File: config.mk
export PLATFORM = sky130hd
export DESIGN_NAME = sram_copy_engine
export DESIGN_NICKNAME = d
export VERILOG_FILES = /design/src/rtl/sram_copy_engine.sv
export SDC_FILE = /design/constraint.sdc
export NUM_CORES = 1
export LEC_CHECK = 0
export ABC_AREA = 0
export BUFFER_PORTS_ARGS = -buffer_cell sky130_fd_sc_hd__buf_2
export CAP_MARGIN = 10
export CORE_UTILIZATION = 45
export CTS_BUF_LIST = sky130_fd_sc_hd__clkbuf_4 sky130_fd_sc_hd__clkbuf_8 sky130_fd_sc_hd__clkbuf_16
export CTS_CLUSTER_SIZE = 25
export DETAILED_ROUTE_END_ITERATION = 12
export GPL_TIMING_DRIVEN = 1
export PLACE_DENSITY = 0.7
export SYNTH_ARGS = -nofsm -noshare
export SYNTH_HDL_FRONTEND = slang
export SYNTH_SLANG_ARGS = --single-unit
File: constraint.sdc
create_clock -name clk -period 14.63 [get_ports clk]
set_clock_uncertainty 0.1 [all_clocks]
set_input_delay 0.7315 -clock clk [delete_from_list [all_inputs] [get_ports clk]]
set_output_delay 0.7315 -clock clk [all_outputs]
set_load 0.01 [all_outputs]
File: src/rtl/sram_copy_engine.sv
// Copy/fill initiator for a single sram_bank: up to two reads in flight, one
// word per cycle sustained, range/overlap checks at accept and a response timeout.
module sram_copy_engine #(
    parameter int BANK_DEPTH     = 256,
    parameter int DATA_WIDTH     = 64,
    parameter int ADDR_BITS      = $clog2(BANK_DEPTH),
    parameter int LEN_BITS       = ADDR_BITS + 1,
    parameter int TIMEOUT_CYCLES = 16
) (
    input  logic                  clk,
    input  logic                  reset,
    input  logic                  cmd_valid,
    output logic                  cmd_ready,
    input  logic                  cmd_fill,
    input  logic [ADDR_BITS-1:0]  cmd_src,
    input  logic [ADDR_BITS-1:0]  cmd_dst,
    input  logic [LEN_BITS-1:0]   cmd_len,
    input  logic [DATA_WIDTH-1:0] cmd_pattern,
    output logic                  bank_enable,
    output logic                  read_valid,
    output logic [ADDR_BITS-1:0]  read_address,
    input  logic                  read_ready,
    input  logic [DATA_WIDTH-1:0] read_data,
    output logic                  write_valid,
    output logic [ADDR_BITS-1:0]  write_address,
    output logic [DATA_WIDTH-1:0] write_data,
    input  logic                  write_ready,
    output logic                  busy,
    output logic                  done,
    output logic                  error,
    output logic [1:0]            error_code,
    output logic [LEN_BITS-1:0]   words_done
);

    localparam int                 XW       = LEN_BITS + 1;
    localparam logic [XW-1:0]      DEPTH_X  = XW'(BANK_DEPTH);
    localparam int                 TO_BITS  = $clog2(TIMEOUT_CYCLES + 1);
    localparam logic [TO_BITS-1:0] TO_LAST  = TO_BITS'(TIMEOUT_CYCLES - 1);

    typedef enum logic [2:0] {
        S_IDLE,
        S_RUN,
        S_DRAIN,
        S_DONE,
        S_ERR
    } state_t;

    state_t                state_q, state_d;
    logic                  fill_q, fill_d;
    logic [LEN_BITS-1:0]   len_q, len_d;
    logic [ADDR_BITS-1:0]  src_ptr_q, src_ptr_d;
    logic [ADDR_BITS-1:0]  dst_ptr_q, dst_ptr_d;
    logic [DATA_WIDTH-1:0] pattern_q, pattern_d;
    logic [LEN_BITS-1:0]   rd_left_q, rd_left_d;
    logic [1:0]            rd_out_q, rd_out_d;
    logic [LEN_BITS-1:0]   wr_cnt_q, wr_cnt_d;
    logic [TO_BITS-1:0]    to_cnt_q, to_cnt_d;

    logic                  cmd_ready_q, cmd_ready_d;
    logic                  bank_enable_q, bank_enable_d;
    logic                  read_valid_q, read_valid_d;
    logic [ADDR_BITS-1:0]  read_address_q, read_address_d;
    logic                  write_valid_q, write_valid_d;
    logic [ADDR_BITS-1:0]  write_address_q, write_address_d;
    logic [DATA_WIDTH-1:0] write_data_q, write_data_d;
    logic                  busy_q, busy_d;
    logic                  done_q, done_d;
    logic                  error_q, error_d;
    logic [1:0]            error_code_q, error_code_d;
    logic [LEN_BITS-1:0]   words_done_q, words_done_d;

    logic [XW-1:0] src_x, dst_x, len_x;
    logic          range_bad, overlap_bad;
    logic          active, rd_hit, wr_hit, pending, issue_rd;
    logic [1:0]    rd_out_after;

    always_comb begin
        src_x       = XW'(cmd_src);
        dst_x       = XW'(cmd_dst);
        len_x       = XW'(cmd_len);
        range_bad   = (dst_x + len_x > DEPTH_X) || (!cmd_fill && (src_x + len_x > DEPTH_X));
        overlap_bad = !cmd_fill && (src_x < dst_x) && (dst_x < src_x + len_x);
    end

    always_comb begin
        state_d         = state_q;
        fill_d          = fill_q;
        len_d           = len_q;
        src_ptr_d       = src_ptr_q;
        dst_ptr_d       = dst_ptr_q;
        pattern_d       = pattern_q;
        rd_left_d       = rd_left_q;
        rd_out_d        = rd_out_q;
        wr_cnt_d        = wr_cnt_q;
        to_cnt_d        = to_cnt_q;
        read_valid_d    = 1'b0;
        read_address_d  = read_address_q;
        write_valid_d   = 1'b0;
        write_address_d = write_address_q;
        write_data_d    = write_data_q;
        done_d          = 1'b0;
        error_d         = error_q;
        error_code_d    = error_code_q;
        issue_rd        = 1'b0;

        // Responses count only while a job owns the bank; late ones after ERR are dropped.
        active       = (state_q == S_RUN) || (state_q == S_DRAIN);
        rd_hit       = active && !fill_q && read_ready && (rd_out_q != 2'd0);
        wr_hit       = active && write_ready && (wr_cnt_q != words_done_q);
        pending      = (rd_out_q != 2'd0) || (wr_cnt_q != words_done_q);
        rd_out_after = rd_out_q - {1'b0, rd_hit};
        words_done_d = wr_hit ? words_done_q + 1'b1 : words_done_q;

        case (state_q)
            S_IDLE: begin
                if (cmd_valid) begin
                    fill_d       = cmd_fill;
                    len_d        = cmd_len;
                    pattern_d    = cmd_pattern;
                    src_ptr_d    = cmd_src;
                    dst_ptr_d    = cmd_dst;
                    rd_left_d    = '0;
                    rd_out_d     = '0;
                    wr_cnt_d     = '0;
                    to_cnt_d     = '0;
                    words_done_d = '0;
                    error_d      = 1'b0;
                    error_code_d = 2'd0;
                    if (range_bad) begin
                        state_d      = S_ERR;
                        error_d      = 1'b1;
                        error_code_d = 2'd1;
                    end else if (overlap_bad) begin
                        state_d      = S_ERR;
                        error_d      = 1'b1;
                        error_code_d = 2'd2;
                    end else if (cmd_len == '0) begin
                        state_d = S_DONE;
                        done_d  = 1'b1;
                    end else begin
                        state_d = S_RUN;
                        // First beat leaves on the accept edge so it appears in the next cycle.
                        if (cmd_fill) begin
                            write_valid_d   = 1'b1;
                            write_address_d = cmd_dst;
                            write_data_d    = cmd_pattern;
                            dst_ptr_d       = cmd_dst + 1'b1;
                            wr_cnt_d        = LEN_BITS'(1);
                        end else begin
                            read_valid_d   = 1'b1;
                            read_address_d = cmd_src;
                            src_ptr_d      = cmd_src + 1'b1;
                            rd_left_d      = cmd_len - 1'b1;
                            rd_out_d       = 2'd1;
                        end
                    end
                end
            end

            S_RUN, S_DRAIN: begin
                if (rd_hit || wr_hit) begin
                    to_cnt_d = '0;
                end else if (pending) begin
                    to_cnt_d = to_cnt_q + 1'b1;
                end
                rd_out_d = rd_out_after;

                if (!(rd_hit || wr_hit) && pending && (to_cnt_q == TO_LAST)) begin
                    state_d      = S_ERR;
                    error_d      = 1'b1;
                    error_code_d = 2'd3;
                end else if (state_q == S_RUN) begin
                    if (wr_cnt_q == len_q) begin
                        state_d = S_DRAIN;
                    end else if (fill_q) begin
                        write_valid_d   = 1'b1;
                        write_address_d = dst_ptr_q;
                        write_data_d    = pattern_q;
                        dst_ptr_d       = dst_ptr_q + 1'b1;
                        wr_cnt_d        = wr_cnt_q + 1'b1;
                    end else begin
                        issue_rd = (rd_left_q != '0) && (rd_out_after != 2'd2);
                        if (issue_rd) begin
                            read_valid_d   = 1'b1;
                            read_address_d = src_ptr_q;
                            src_ptr_d      = src_ptr_q + 1'b1;
                            rd_left_d      = rd_left_q - 1'b1;
                        end
                        rd_out_d = rd_out_after + {1'b0, issue_rd};
                        if (rd_hit) begin
                            write_valid_d   = 1'b1;
                            write_address_d = dst_ptr_q;
                            write_data_d    = read_data;
                            dst_ptr_d       = dst_ptr_q + 1'b1;
                            wr_cnt_d        = wr_cnt_q + 1'b1;
                        end
                    end
                end else if (words_done_d == len_q) begin
                    state_d = S_DONE;
                    done_d  = 1'b1;
                end
            end

            S_DONE:  state_d = S_IDLE;
            S_ERR:   state_d = S_IDLE;
            default: state_d = S_IDLE;
        endcase

        busy_d        = (state_d == S_RUN) || (state_d == S_DRAIN);
        bank_enable_d = busy_d;
        cmd_ready_d   = (state_d == S_IDLE);
    end

    always_ff @(posedge clk or posedge reset) begin
        if (reset) begin
            state_q         <= S_IDLE;
            fill_q          <= 1'b0;
            len_q           <= '0;
            src_ptr_q       <= '0;
            dst_ptr_q       <= '0;
            pattern_q       <= '0;
            rd_left_q       <= '0;
            rd_out_q        <= '0;
            wr_cnt_q        <= '0;
            to_cnt_q        <= '0;
            cmd_ready_q     <= 1'b1;
            bank_enable_q   <= 1'b0;
            read_valid_q    <= 1'b0;
            read_address_q  <= '0;
            write_valid_q   <= 1'b0;
            write_address_q <= '0;
            write_data_q    <= '0;
            busy_q          <= 1'b0;
            done_q          <= 1'b0;
            error_q         <= 1'b0;
            error_code_q    <= 2'd0;
            words_done_q    <= '0;
        end else begin
            state_q         <= state_d;
            fill_q          <= fill_d;
            len_q           <= len_d;
            src_ptr_q       <= src_ptr_d;
            dst_ptr_q       <= dst_ptr_d;
            pattern_q       <= pattern_d;
            rd_left_q       <= rd_left_d;
            rd_out_q        <= rd_out_d;
            wr_cnt_q        <= wr_cnt_d;
            to_cnt_q        <= to_cnt_d;
            cmd_ready_q     <= cmd_ready_d;
            bank_enable_q   <= bank_enable_d;
            read_valid_q    <= read_valid_d;
            read_address_q  <= read_address_d;
            write_valid_q   <= write_valid_d;
            write_address_q <= write_address_d;
            write_data_q    <= write_data_d;
            busy_q          <= busy_d;
            done_q          <= done_d;
            error_q         <= error_d;
            error_code_q    <= error_code_d;
            words_done_q    <= words_done_d;
        end
    end

    assign cmd_ready     = cmd_ready_q;
    assign bank_enable   = bank_enable_q;
    assign read_valid    = read_valid_q;
    assign read_address  = read_address_q;
    assign write_valid   = write_valid_q;
    assign write_address = write_address_q;
    assign write_data    = write_data_q;
    assign busy          = busy_q;
    assign done          = done_q;
    assign error         = error_q;
    assign error_code    = error_code_q;
    assign words_done    = words_done_q;

endmodule

; ---- After elaboration in Yosys (flattened, before gate mapping)
; Index checks and enable logic that the tools add are counted.
; Widths: inputs -> output; s select.
[totals]
latchBits = 0
rom_bits = 0
in_bits = 159
mem_count = 0
register_bits = 215
ram_bits = 0
out_inout_bits = 98
word_cells = 238
[classes]
n_reduce_logical = 34
eq_ne = 23
shifts = 0
n_div = 0
muxes = 143
n_addsub = 13
multipliers = 0
bitwise = 0
order_cmp = 4
[ops]
columns = operator, n
row1 = $mux 64, 10
row2 = $mux 8, 40
row3 = $mux 9, 19
row4 = $pmux 64 s2, 1
row5 = $pmux 8 s2, 4
row6 = $mux 1, 39
row7 = $pmux 9 s2, 2
row8 = $add 8x1->8 const B, 4
row9 = $ne 2x2->1 const B, 13
row10 = $mux 3, 7
row11 = $add 8x9->10, 2
row12 = $gt 10x9->1 const B, 2
row13 = $mux 2, 10
row14 = $add 9x1->9 const B, 2
row15 = $eq 9x9->1, 2
row16 = $sub 9x1->9 const B, 2
row17 = $mux 5, 3
row18 = $logic_and 1x1->1, 11
row19 = $reduce_and 11->1, 1
row20 = $lt 8x10->1, 1
row21 = $pmux 5 s2, 1
row22 = $reduce_and 10->1, 1
row23 = $logic_not 9->1, 1
row24 = $ne 9x9->1, 1
row25 = 21 further kinds, 38

; ---- Longest topological paths before layout
; Gate-level depths: netlist of the first run.
[depth]
depth_word = 14
ltp_mapped = 19
mapped_depth_nobuf = 17

; ---- Worst setup path after synthesis of the first run
; OpenSTA, ideal clock, no wires.
[synth_path]
kind = input to register
from = in cmd_src[4]
to = reg read_address_q[0], in the netlist read_address[0]
required_ns = 14.405
arrival_ns = 4.072
setup_time_ns = 0.125
setup_slack_ns = 10.333
n_path_buf = 2
stages = 17
path_cell_list = ha_1 -> a21o_1 -> a31o_1 -> or4_1 -> o311ai_1 -> inv_1 -> ha_1 -> a2111o_1 -> a31oi_1 -> o21ai_0 -> nor4b_1 -> o21ai_1 -> or3_1 -> buf_2 -> a21o_1 -> buf_6 -> mux2_4
[synth_via]
elab_chain_len = 6
word_cells_on_any_way = 11
cone_classes = add/sub: 1 / order compare: 3 / eq/ne: 2 / reduce/logical: 5
[synth_rtl]
columns = element, line_no
row1 = "start, declared", 15  ; input logic [ADDR_BITS-1:0] cmd_src,
row2 = $add 8x9->10, "81, 82"
row3 = $gt 10x9->1, 81  ; range_bad = (dst_x + len_x > DEPTH_X) || (!cmd_fill && (src_x + len_x > DEPTH_X));
row4 = $logic_and 1x1->1, 81
row5 = $logic_or 1x1->1, 81
row6 = $ne 2x2->1 (no source line), --
row7 = $reduce_and 11->1 (no source line) (*), --
row8 = "end signal, assigned", 252  ; read_address_q <= read_address_d;
row9 = "end, declared", 62  ; logic [ADDR_BITS-1:0] read_address_q, read_address_d;
; Every way passes the cells marked *; elsewhere a longest branch is shown, timed or not.
; A chain may end at the register's enable or synchronous reset.

; ---- Worst setup path after layout of the first run
[layout_path]
from = reg state_q[0]
to = reg write_data_q[10], in the netlist write_data[10]
[layout_via]
elab_chain_len = 11
word_cells_on_any_way = 26
cone_classes = eq/ne: 11 / mux: 1 / reduce/logical: 14
[layout_rtl]
columns = element, line_no
row1 = "start, declared", 48  ; state_t state_q, state_d;
row2 = "start signal, assigned", 239  ; state_q <= state_d;
row3 = $eq 3x1->1 / $eq 3x2->1 (equally long branches), "107, 114, 172"
row4 = $logic_or 1x1->1, 107  ; active = (state_q == S_RUN) || (state_q == S_DRAIN);
row5 = $logic_and 1x1->1 (3 in series), 108  ; rd_hit = active && !fill_q && read_ready && (rd_out_q != 2'd0);
row6 = $logic_or 1x1->1, 168  ; if (!(rd_hit || wr_hit) && pending && (to_cnt_q == TO_LAST)) begin
row7 = $logic_not 1->1, 168
row8 = $logic_and 1x1->1 (2 in series), 168
row9 = $ne 2x2->1 (no source line), --
row10 = $reduce_and 10->1 (no source line), --
row11 = "end signal, assigned", 255  ; write_data_q <= write_data_d;
row12 = "end, declared", 65  ; logic [DATA_WIDTH-1:0] write_data_q, write_data_d;
; Parallel ways exist; a longest one is shown, timed or not.

==> results of run 1 <==
final timing paths:
path	to	slack, ns	depth (start not counted)
max	write_data[10]$_DFFE_PP0P_	10.0	11
min	write_data[21]$_DFFE_PP0P_	0.32	2
max reg2reg	write_data[10]$_DFFE_PP0P_	10.0	11
min reg2reg	write_address[6]$_DFFE_PP0P_	0.37	2
max in group asynchronous	wr_cnt_q[1]$_DFFE_PP0P_	12.50	3
min in group clk	pattern_q[12]$_DFFE_PP0P_	0.32	3
cell families after synthesis:
logic type	share of synthesized area (%)
xor gates and xnor gates	4.94
buffers and inverters	4.23
AOI/OAI and AO/OA	13.9
muxes	7.36
and+or+nand+nor	21.7
DFF	43.4
adders and majority gates	4.46
layer usage:
layer / track usage (%) / routed length, um / share of wire, %
met1: 32.0 / 14800 / 43
met2: 40.0 / 16200 / 47
met3: 5.59 / 2510 / 7.2
met4: 8.66 / 1170 / 3.4
met5: 0 / 22 / 0.063
per-stage QoR:
step	setup slack, ns	instance area (um^2)	power [W]	std cells
floorplan	7.92	12400	0.00191	1446
global placement	9.74	13800	0.00224	1966
detailed placement	9.64	13800	0.00228	1966
CTS	10.02	14600	0.00289	2009
global route	9.58	14600	0.00309	2010
finish	10.0	14600	0.00287	2011
layout by cell type (no fill, tap or decap), drive strengths merged, types with 6 or more instances in the layout:
cell type | Yosys | layout
and3 | 8 | 8
inv | 34 | 35
dfrtp | 214 | 214
clkbuf | 68 | 35
a21oi | 95 | 95
nor3 | 21 | 21
nor4 | 12 | 12
nand3 | 17 | 17
ha | 41 | 41
mux2 | 10 | 10
nand4 | 24 | 24
xor2 | 39 | 39
nor2b | 12 | 12
buf | 19 | 266
o21ai | 120 | 120
nor2 | 129 | 129
a31oi | 11 | 11
a21o | 6 | 6
mux2i | 77 | 77
nand2 | 354 | 354
xnor2 | 31 | 31
nand2b | 8 | 8
registers in the layout, indices dropped and copies added (netlist names), 3 cells and up:
name	count
words_done	9
src_ptr_q	8
pattern_q	64
state_q	3
to_cnt_q	5
dst_ptr_q	8
rd_left_q	9
wr_cnt_q	9
write_data	64
read_address	8
write_address	8
len_q	9
cell type report:
type	count	area (um^2)	area share, %
diodes	2	5.00	0.0343
clock buffers	35	707	4.84
well taps	341	427	2.92
flip-flops and latches	215	5390	36.9
inverters	34	135	0.925
clock inverters	8	73.8	0.505
multi-input cells	1110	6520	44.6
repair buffers	266	1360	9.29
worst max-delay path, cell delays in order, from the launching register on:
cell	delay [ns]
dfrtp_1	0.56
xor2_1	0.40
nand2b_4	0.52
nor3_2	0.43
nor4bb_1	0.11
buf_4	0.23
nor4b_4	0.80
or2_1	0.39
o41ai_4	0.14
buf_4	0.43
nand2_1	0.19
o21ai_1	0.09
power by group through the flow:
stage	logic [W]	registers (W)	clock network, W
final	0.00121	0.00106	0.000605
after global routing	0.00136	0.00109	0.000640
after CTS	0.00122	0.00106	0.000618
after detailed placement	0.00121	0.00106	0
after global placement	0.00118	0.00105	0
after floorplan	0.000865	0.00105	0
==> flow_metrics.py, run 1 <==
metrics = {
    "run_status": {
        "outcome": "complete, no violations",
    },
    "synthesis": {
        "ys.flop_type": "dfrtp_1",
        "synth_warnings": 0,
        "synth_top_area_cell": "dfrtp_1",
        "synth_top_area_share_pct": 43.2,
        "ys_ff_latch": 215,
        "syn_nets": 1648,
        "syn_inst": 1446,
        "netlist_area_mm2": 0.0124,
        "ys_types": 77,
        "synth_area_leaders": "dfrtp_1 43%, nand2_1 11%, mux2i_1 6.2%, ha_1 4.1%, nor2_1 3.9%",
        "synth_most_common_cell": "nand2_1",
        "avgSynthCellArea_um2": 8.58,
        "synthArstFlopShare_pct": 100,
        "yosys-top-cells-count": "353 x nand2_1, 214 x dfrtp_1, 129 x nor2_1",
        "synth_seq_area_share_pct": 43.4,
        "synth_edf_count": 0,
    },
    "floorplanning": {
        "rows": 60,
        "pin_count": 257,
        "die_x_um": 168,
        "core_area_mm2": 0.0270,
        "die_y_um": 168,
        "die_area_mm2": 0.0282,
        "start_util_pct": 45.9,
    },
    "global_route": {
        "grt_pass1_vias": 10800,
        "grt.overflow.total": 0,
        "grt_antenna_before_repair": 4,
        "grt_max_degree": 141,
        "grt_pass1_wl_um": 56200,
        "grtUsageTotal_pct": 24.5,
    },
    "power": {
        "powerDensity_mw_per_mm2": 197,
        "combPwrFrac_pct": 42.1,
        "p_switching_w": 0.00118,
        "p_sw_share_pct": 41.2,
        "internal_power_w": 0.00169,
        "ir_worst_vdd_mv": 0.113,
        "seqPwrFrac_pct": 36.9,
        "pwr-share-clk_pct": 21.1,
        "power_leakage_nw": 7.30,
    },
    "timing": {
        "timing.final.crit_period_ns": 4.63,
        "worst_pin_slew_ns": 1.09,
        "hold_slack_ns": 0.319,
        "slew-limit-headroom_pct": 27.1,
        "setup_viol": 0,
        "report.final.hold_viol_count": 0,
        "fmaxAchievable_mhz": 216,
        "fin_tns_setup_ns": 0,
        "rsz0062_at_grt": "no",
        "finalCritPeriodShare_pct": 31.7,
        "drv_slew": 0,
    },
    "layout": {
        "final_layout_size_suffix_gt1_share_pct": 20.3,
        "post-route-util_pct": 54.0,
        "area_delta_synth_final_pct": 17.7,
        "final_nets": 1854,
        "fill_cells": 2531,
    },
    "detailed_routing": {
        "route.detailed.drc": 0,
        "drt_wl_total_um": 34700,
        "drt_iter0_drc": 706,
        "drtAntennaViolNets": 0,
        "detail_route.wl_per_cell_um": 17.2,
        "first_pass_iters": 6,
        "vias": 11200,
        "vias_per_cell": 5.54,
    },
    "clock_tree": {
        "cts_buffers": 25,
        "clkSlewWorstSetupHoldPaths_ns": 0.06,
        "cts_tree": "built",
        "cts_buffer_depth": 3,
        "cts_sinks": 215,
        "insertion_delay_ns": 0.52,
        "h-tree-depth": 1,
        "hold_buffers": 0,
        "post_cts_buffers": 0,
        "cts_resized": 0,
        "cts-root-buf": "clkbuf_16",
    },
    "worst_setup_path": {
        "critPathLaunch": "state_q[0]$_DFF_PP0_",
        "cp_data_required_time_ns": 14.88,
        "cp_data_arrival_time_ns": 4.89,
        "r2r-start": "state_q[0]$_DFF_PP0_",
        "cp-start-kind": "flip-flop",
        "crit_path_max_fanout": 107,
        "crit_type": "reg -> reg",
        "worstSetupEndpointType": "flip-flop",
    },
    "flow_run": {
        "maxCapViolCount": 0,
    },
    "min_path": {
        "hold_class": "in -> async",
    },
    "placement": {
        "port_buffers": 256,
        "gp_congestion": 0.932,
        "dp_hpwl_um": 23800,
    },
}
No activity file was read; power rests on OpenSTA's default activity.
==> run 2, diff against run 1 <==
ABC_AREA = 1   (was 0)
PLACE_DENSITY = 0.69   (was 0.7)
clock period = 4.5 ns   (was 14.63 ns; I/O delays follow)
==> run 2 against run 1 <==
Clock-buffer cell count increased by 1; cell area increased by 15%; die area increased by 6.5%; synthesized area increased by 6.6%; critical path type is now in -> reg; critical endpoint is now read_address[2]$_DFFE_PP0P_; largest cell class unchanged.
==> flow_metrics.py, run 2 <==
metrics = {
    "run_status": {
        "outcome": "complete, no violations",
    },
    "global_route": {
        "grt_antenna_before_repair": 1,
        "grt.overflow.total": 0,
        "grt_pass1_wl_um": 66700,
        "grt_pass1_vias": 13400,
        "grtUsageTotal_pct": 27.1,
        "grt_max_degree": 126,
    },
    "timing": {
        "report.final.hold_viol_count": 0,
        "timing.final.crit_period_ns": 3.84,
        "hold_slack_ns": 0.0264,
        "finalCritPeriodShare_pct": 85.3,
        "rsz0062_at_grt": "no",
        "slew-limit-headroom_pct": 22.8,
        "fin_tns_setup_ns": 0,
        "fmaxAchievable_mhz": 261,
        "setup_viol": 0,
        "setup_slack_ns": 0.661,
        "worst_pin_slew_ns": 1.16,
        "drv_slew": 0,
    },
    "synthesis": {
        "avgSynthCellArea_um2": 7.20,
        "synth_area_leaders": "dfrtp_1 41%, nand2_1 19%, o21ai_0 6.2%, inv_1 5.2%, nand3_1 4.8%",
        "synth_edf_count": 0,
        "synth_warnings": 0,
        "netlist_area_mm2": 0.0132,
        "synth_most_common_cell": "nand2_1",
        "synth_top_area_cell": "dfrtp_1",
        "syn_nets": 2037,
        "ys.flop_type": "dfrtp_1",
        "ys_ff_latch": 215,
        "syn_inst": 1835,
        "synth_seq_area_share_pct": 40.7,
        "synthArstFlopShare_pct": 100,
        "ys_types": 52,
        "synth_top_area_share_pct": 40.5,
        "yosys-top-cells-count": "686 x nand2_1, 214 x dfrtp_1, 183 x inv_1",
    },
    "detailed_routing": {
        "drt_iter0_drc": 903,
        "vias": 13700,
        "detail_route.wl_per_cell_um": 15.9,
        "drt_wl_total_um": 40900,
        "vias_per_cell": 5.31,
        "first_pass_iters": 6,
        "route.detailed.drc": 0,
        "drtAntennaViolNets": 0,
    },
    "worst_setup_path": {
        "rr_worst_depth": 18,
        "worstSetupEndpointType": "flip-flop",
        "cp_data_arrival_time_ns": 4.14,
        "cp_data_required_time_ns": 4.80,
        "crit_type": "in -> reg",
        "crit_path_max_fanout": 17,
        "cp-start-kind": "input port",
    },
    "clock_tree": {
        "clkSlewWorstSetupHoldPaths_ns": 0.07,
        "cts_tree": "built",
        "cts_buffers": 25,
        "cts_buffer_depth": 3,
        "h-tree-depth": 1,
        "cts_sinks": 215,
        "insertion_delay_ns": 0.53,
        "cts-root-buf": "clkbuf_16",
        "cts_resized": 0,
    },
    "min_path": {
        "hold_class": "in -> reg",
        "holdPathStages": 4,
    },
    "layout": {
        "diodes": 0,
        "final_nets": 2378,
        "final_layout_size_suffix_gt1_share_pct": 16.3,
        "final_common_cell": "nand2_1",
        "post-route-util_pct": 58.4,
        "ff_latch_area_mm2": 0.00538,
        "fill_cells": 2606,
        "multiInputGateArea_mm2": 0.00668,
        "area_delta_synth_final_pct": 27.2,
        "final_cell_mix": "685 x nand2_1, 256 x buf_2, 213 x dfrtp_1",
    },
    "floorplanning": {
        "die_x_um": 173,
        "die_y_um": 173,
        "core_area_mm2": 0.0288,
        "die_area_mm2": 0.0301,
        "start_util_pct": 45.9,
        "rows": 62,
        "pin_count": 257,
    },
    "flow_run": {
        "maxCapViolCount": 0,
    },
    "power": {
        "power_leakage_nw": 8.59,
        "powerDensity_mw_per_mm2": 492,
        "ir_worst_vdd_mv": 0.339,
    },
    "placement": {
        "place_ws_ns": 0.667,
        "dp_hpwl_um": 26300,
        "port_buffers": 256,
        "gp_congestion": 0.903,
    },
}
## run 2: logic make-up (layout without fill, tap and decap cells)
family                     after synthesis  in the layout  share of synthesized area [%]
AOI/OAI and AO/OA                      305            305                           13.5
DFF                                    215            215                           40.7
and+or+nand+nor                        943            943                           29.5
xor gates and xnor gates                47             47                           3.17
adders and majority gates               43             43                           4.18
buffers and inverters                  282            639                           8.94
## run 2: final timing paths
| check | end | start | slack [ns] |
|---|---|---|---|
| worst max-delay path | read_address[2]$_DFFE_PP0P_ | cmd_len[2] | 0.66 |
| worst min-delay path | src_ptr_q[0]$_DFFE_PP0P_ | cmd_src[0] | 0.03 |
| worst max register to register | read_address[2]$_DFFE_PP0P_ | state_q[1]$_DFF_PP0_ | 0.75 |
| worst min register to register | write_address[7]$_DFFE_PP0P_ | write_address[7]$_DFFE_PP0P_ | 0.37 |
| max in group asynchronous | len_q[4]$_DFFE_PP0P_ | reset | 3.10 |
| min in group asynchronous | pattern_q[41]$_DFFE_PP0P_ | reset | 0.18 |
## run 2: routing by layer
metal,vias to the layer above,track usage [%],wire [um]
met2,556,45.2,18900
met4,2,14.6,2290
li1,6604,-,-
met5,-,0,13
met1,6352,34.4,17300
met3,159,3.51,2430
## run 2: worst max-delay path: stages
cell and delay (ns):
dlygate4sd3_1 0.54, buf_2 0.17, ha_1 0.36, nand3_1 0.09, nand2_1 0.11, nand2_2 0.07, o21ai_2 0.15, nand2_1 0.07
nand2_1 0.09, inv_1 0.05, ha_1 0.28, a21oi_1 0.13, o21ai_0 0.09, a21oi_1 0.12, o211ai_1 0.09, nand2_1 0.09
nand2_1 0.28, nand2_1 0.27, nor2_2 0.10, o21ai_2 0.40, inv_1 0.21, nand2_1 0.11, nand2_1 0.05
## run 2: cell type report
| class | instances | share of cell area, % |
|---|---|---|
| clock buffer | 36 | 4.33 |
| inverter | 192 | 4.34 |
| timing repair buffer | 404 | 16.3 |
| tap | 384 | 2.86 |
| clock inverter | 7 | 0.424 |
| multi-input combinational | 1338 | 39.7 |
| sequential | 215 | 32.0 |
## run 2: what timing repair did
item	4_1_cts	5_1_grt
endpoints found under the hold margin	153	0
hold buffers	134	0
buffers inserted	0	0
## run 2: stage by stage
step	instance area, um^2	total power [W]	instances
floorplan	13200	0.00514	1835
global placement	14700	0.00606	2399
detailed placement	14700	0.00613	2399
CTS	16800	0.00826	2576
global route	16800	0.00883	2576
finish	16800	0.00826	2576
## run 2: power by group
part	internal [W]	switching [W]	total [W]	leakage (nW)
sequential	0.00269	0.000498	0.00319	2.70
clock	0.00118	0.000823	0.00200	0.393
combinational	0.00111	0.00197	0.00308	5.50
total	0.00498	0.00329	0.00826	8.59
